$ cat config.mk
export PLATFORM = sky130hd
export DESIGN_NAME = cbd_sampler
export DESIGN_NICKNAME = d
export VERILOG_FILES = /design/src/rtl/cbd_sampler.sv
export SDC_FILE = /design/constraint.sdc
export NUM_CORES = 1
export LEC_CHECK = 0
export ABC_AREA = 0
export BUFFER_PORTS_ARGS = -buffer_cell sky130_fd_sc_hd__buf_2
export CAP_MARGIN = 25
export CELL_PAD_IN_SITES_DETAIL_PLACEMENT = 1
export CELL_PAD_IN_SITES_GLOBAL_PLACEMENT = 1
export CORE_MARGIN = 1
export CORE_UTILIZATION = 47
export CTS_BUF_LIST = sky130_fd_sc_hd__clkbuf_16
export DETAILED_ROUTE_END_ITERATION = 8
export PLACE_DENSITY = 0.92
export SYNTH_ARGS = -nofsm -noshare
export SYNTH_HDL_FRONTEND = slang
export SYNTH_SLANG_ARGS = --single-unit
$ cat constraint.sdc
create_clock -name clk -period 7.6 [get_ports clk]
set_input_delay 2.28 -clock clk [delete_from_list [all_inputs] [get_ports clk]]
set_output_delay 2.28 -clock clk [all_outputs]
set_load 0.005 [all_outputs]
$ cat src/rtl/cbd_sampler.sv
// Centered-binomial sampler: buffers one 32-bit random word and streams K = 32/(2*ETA)
// coefficients reduced into [0, Q-1], tagging the last coefficient of every N-coefficient polynomial.
module cbd_sampler #(
    parameter int ETA     = 2,
    parameter int Q       = 17,
    parameter int N       = 4,
    parameter int COEFF_W = 5
) (
    input  logic               clk,
    input  logic               rst_n,
    input  logic               clear,
    input  logic               in_valid,
    output logic               in_ready,
    input  logic [31:0]        in_data,
    output logic               out_valid,
    input  logic               out_ready,
    output logic [COEFF_W-1:0] out_coeff,
    output logic               out_last,
    output logic               busy
);

    localparam int K      = 32 / (2 * ETA);
    localparam int IDX_W  = $clog2(K);
    localparam int POLY_W = (N > 1) ? $clog2(N) : 1;

    if (ETA != 1 && ETA != 2) begin : g_bad_eta
        $error("cbd_sampler: ETA must be 1 or 2");
    end
    if (Q <= 2 * ETA) begin : g_bad_q
        $error("cbd_sampler: Q must exceed 2*ETA");
    end
    if (K % N != 0) begin : g_bad_n
        $error("cbd_sampler: N must divide 32/(2*ETA)");
    end
    if ((1 << COEFF_W) < Q) begin : g_bad_w
        $error("cbd_sampler: COEFF_W too narrow for Q");
    end

    typedef enum logic {IDLE, EMIT} state_t;

    state_t              state_q, state_d;
    logic [31:0]         word_q, word_d;
    logic [IDX_W-1:0]    idx_q, idx_d;
    logic [POLY_W-1:0]   poly_q, poly_d;
    logic [COEFF_W-1:0]  coeff_q, coeff_d;

    logic take_out;
    logic last_idx;
    logic load;

    // a - b for one 2*ETA-bit group, folded into [0, Q-1] by adding Q when negative
    function automatic logic [COEFF_W-1:0] cbd_coeff(input logic [31:0] w, input logic [IDX_W-1:0] idx);
        logic [31:0]      sh;
        logic [COEFF_W:0] a;
        logic [COEFF_W:0] b;
        sh = w >> (32'(idx) * 32'(2 * ETA));
        a  = '0;
        b  = '0;
        for (int j = 0; j < ETA; j++) begin
            a = a + (COEFF_W + 1)'(sh[j]);
            b = b + (COEFF_W + 1)'(sh[j + ETA]);
        end
        if (a >= b) return COEFF_W'(a - b);
        return COEFF_W'((COEFF_W + 1)'(Q) + a - b);
    endfunction

    assign take_out = (state_q == EMIT) && out_ready;
    assign last_idx = (idx_q == IDX_W'(K - 1));
    assign in_ready = !clear && ((state_q == IDLE) || (state_q == EMIT && last_idx && out_ready));
    assign load     = in_ready && in_valid;

    always_comb begin
        state_d = state_q;
        word_d  = word_q;
        idx_d   = idx_q;
        poly_d  = poly_q;
        coeff_d = coeff_q;
        if (clear) begin
            state_d = IDLE;
            word_d  = '0;
            idx_d   = '0;
            poly_d  = '0;
            coeff_d = '0;
        end else begin
            if (take_out) begin
                poly_d  = (poly_q == POLY_W'(N - 1)) ? '0 : poly_q + 1'b1;
                idx_d   = idx_q + 1'b1;
                coeff_d = cbd_coeff(word_q, idx_q + 1'b1);
            end
            if (load) begin
                state_d = EMIT;
                word_d  = in_data;
                idx_d   = '0;
                coeff_d = cbd_coeff(in_data, '0);
            end else if (take_out && last_idx) begin
                state_d = IDLE;
            end
        end
    end

    always_ff @(posedge clk or negedge rst_n) begin
        if (!rst_n) begin
            state_q <= IDLE;
            word_q  <= '0;
            idx_q   <= '0;
            poly_q  <= '0;
            coeff_q <= '0;
        end else begin
            state_q <= state_d;
            word_q  <= word_d;
            idx_q   <= idx_d;
            poly_q  <= poly_d;
            coeff_q <= coeff_d;
        end
    end

    assign out_valid = (state_q == EMIT);
    assign busy      = (state_q == EMIT);
    assign out_coeff = coeff_q;
    assign out_last  = out_valid && (poly_q == POLY_W'(N - 1));

endmodule

==> flow_summary_export.csv <==
group,metric,value,unit
clock_tree,cts_buffer_depth,2,
timing,skew,0.00483,ns
placed_design,dpl_cell_area,2890,um2
synthesis,synth_area,2680,um2
synthesis,synth_top_family_by_area,"compound AO/OA/AOI/OAI gates",
synthesis,seq_area_frac_synth,0.401,
floorplanning,die_h,77.6,um
setup_path,path_buf_inv,2,
setup_path,critical_path.cell_chain,"buf_2, a21boi_4, nor2_1, buf_2",
floorplanning,dieWidth,77.6,um
placed_design,hpwl,4770,um
synthesis,yosysMostFrequentCell,"dfrtp_1",
setup_path,critPathLaunchType,"primary input",
setup_path,crit_fanout,37,
synthesis,synth_cell_types,36,
global_routing,first_global_vias,2426,
final_layout,diodes,0,
synthesis,synth_xor_area_frac,0.00326,
setup_path,critPathMaxStageDelay,0.84,ns
synthesis,synth_top_area_frac,0.401,
synthesis,synth-seq-cells,43,
final_layout,final_nets,356,
timing,tightest_slew,1.05,ns
placed_design,gp_congestion,0.769,
setup_path,endpoint_kind,"output port",
global_routing,grt_overflow,0,
synthesis,synth_top_area_cell,"dfrtp_1",
floorplanning,start_util,0.487,
synthesis,synth_fa_ha_area_frac,0.0989,
global_routing,grt.total_usage,0.266,
power_and_ir_drop,p_per_area,207,nW/um2
global_routing,grt_start_max_net_pins,44,
run_status,status,"finished, final reports clean",
global_routing,antenna_found_initial,0,
drt,detail_route.wl_per_cell,20.4,um
final_layout,layout.cells.non_filler,372,
drt,drc_errors,0,
setup_path,arrival,3.54,ns
setup_path,critPathKind,"primary input to output port",
synthesis,synth_common_cells,"43 x dfrtp_1, 38 x nand2_1, 33 x nand3_1, 32 x o211ai_1, 18 x ha_1",
floorplanning,rows,27,
final_layout,postLayoutCellArea,3130,um2
setup_path,required,5.32,ns
floorplanning,ios,46,
setup_path,crit_path_frequent_cell,"buf_2",
synthesis,synth-simple-area-share,0.153,
floorplanning,dieArea,6010,um2
timing,period_share,0.765,
drt,wl,7590,um
drt,drtPass1Iterations,4,
clock_tree,cts_buffers,5,
clock_tree,ctsResizeCount,0,
placed_design,dpl.cell_count,362,
clock_tree,h-tree-depth,2,
flow_run,cap_violations,0,
timing,finalCriticalPeriod,5.82,ns
clock_tree,cts_hold_buffers,0,
drt,vias,2312,
drt,drt_iter0_drc,162,
synthesis,synth_edf_count,0,
synthesis,syn-num-nets,325,
setup_path,cp_slowest_cell,"a21boi_4",
global_routing,grt_first_pass_wirelength,12100,um
clock_tree,ctsRootBufferMaster,"clkbuf_16",
drt,viasPerCell,6.22,
clock_tree,cts.sinks,43,
clock_tree,cts.reportedPaths.clkPinSlew,0.06,ns
floorplanning,coreArea,5510,um2
placed_design,portBuffers,45,
synthesis,synthCells,268,
synthesis,synth_mux_area_frac,0.110,
timing,rsz0062_at_grt,"false",
timing,setup_viol,0,
setup_path,cp_top_family,"compound AO/OA/AOI/OAI gates",
timing,max_freq,172,MHz
timing,fin_setup_tns,0,ns
timing,hold_violations,0,
synthesis,syn_area_per_cell,10.0,um2
final_layout,area_growth,16.6,%
power_and_ir_drop,p_leak,1.61,nW
clock_tree,clk_latency,0.29,ns
power_and_ir_drop,ir_drop,121,uV
clock_tree,postCtsSetupBuffers,0,
hold_path,hold_path_class,"register to register",
timing,slew_viol_final,0,
synthesis,synth_compound_area_frac,0.165,
final_layout,fin_util,0.568,
synthesis,synth-main-ff-cell,"dfrtp_1",
timing,holdWs,0.535,ns
timing,slew_headroom,0.295,
clock_tree,cts_tree,"yes",
synthesis,yosys-top-cells-area,"dfrtp_1 40%, o211ai_1 9.0%, ha_1 8.4%",
final_layout,drive_gt1_frac,0.213,
synthesis,ys_warn_count,0,
synthesis,synthArstFlopShare,1.00,
drt,postRouteAntennaNets,0,
-- where the power goes --
group          switching, W  total, W  internal (W)
Sequential        0.0000102  0.000252      0.000242
Clock             0.0000883  0.000276      0.000188
Combinational     0.0000686  0.000117     0.0000488
Total              0.000167  0.000646      0.000479
-- cell families after synthesis --
group                      Yosys count
DFF                                 43
AOI/OAI and AO/OA                   59
adders and majority gates           20
xor gates and xnor gates             1
muxes                               16
buffers and inverters               41
and+or+nand+nor                     88
-- final cells by class --
type                    count  area (um2)
flip-flops and latches     43        1080
repair buffers             48         280
clock buffers               5         125
well taps                  72        90.1
fillers                   632        2380
clock inverters             3        67.6
inverters                  17        63.8
multi-input cells         184        1420
-- cell usage in the layout (no fill, tap or decap), drive strengths merged, types with 2 or more instances in the layout --
cell / count
a211oi: 2
nand3b: 2
dfrtp: 43
a21oi: 10
nand2: 38
clkbuf: 5
nor2b: 3
ha: 18
o211ai: 32
mux2: 4
a211o: 3
mux4: 8
a21bo: 3
buf: 48
nand3: 33
nor2: 2
fa: 2
mux2i: 4
bufinv: 2
nor3: 4
and2: 2
nor3b: 2
inv: 17
a311oi: 2
-- worst min-delay path, stage by stage, from the launching register on --
cell and delay (ns):
dfrtp_1 0.34, o211ai_1 0.09, nand2_1 0.07
-- through the flow --
| step | setup slack (ns) | total power [W] |
|---|---|---|
| 2_1_floorplan | 2.41 | 0.000328 |
| 3_3_place_gp | 1.87 | 0.000359 |
| 3_5_place_dp | 1.85 | 0.000366 |
| 4_1_cts | 1.82 | 0.000647 |
| 5_1_grt | 1.69 | 0.000674 |
| 6_report | 1.78 | 0.000646 |
-- path summary, 6_finish.rpt --
| kind | startpoint | to | slack, ns | depth (start not counted) |
|---|---|---|---|---|
| setup / recovery | out_ready | in_ready | 1.78 | 4 |
| hold / removal | word_q[5] | word_q[5] | 0.53 | 2 |
| setup reg to reg | idx_q[0] | out_coeff[2] | 3.89 | 11 |
| hold reg to reg | word_q[5] | word_q[5] | 0.53 | 2 |
| max in group asynchronous | rst_n | out_coeff[1] | 5.33 | 2 |
| min in group asynchronous | rst_n | poly_q[0] | 1.82 | 1 |
-- registers in the layout (all words and copies together) (netlist names) --
name	cells
word_q	32
idx_q	3
poly_q	2
busy	1
out_coeff	5
-- per-layer routing --
metal,vias up,wire length [um],GRT usage
li1,1031,-,-
met1,1179,3080,0.338
met2,85,4010,0.461
met3,17,348,0.0435
met4,0,159,0.0830
met5,-,0,0
Note: power is estimated with default switching activity, not from simulation.
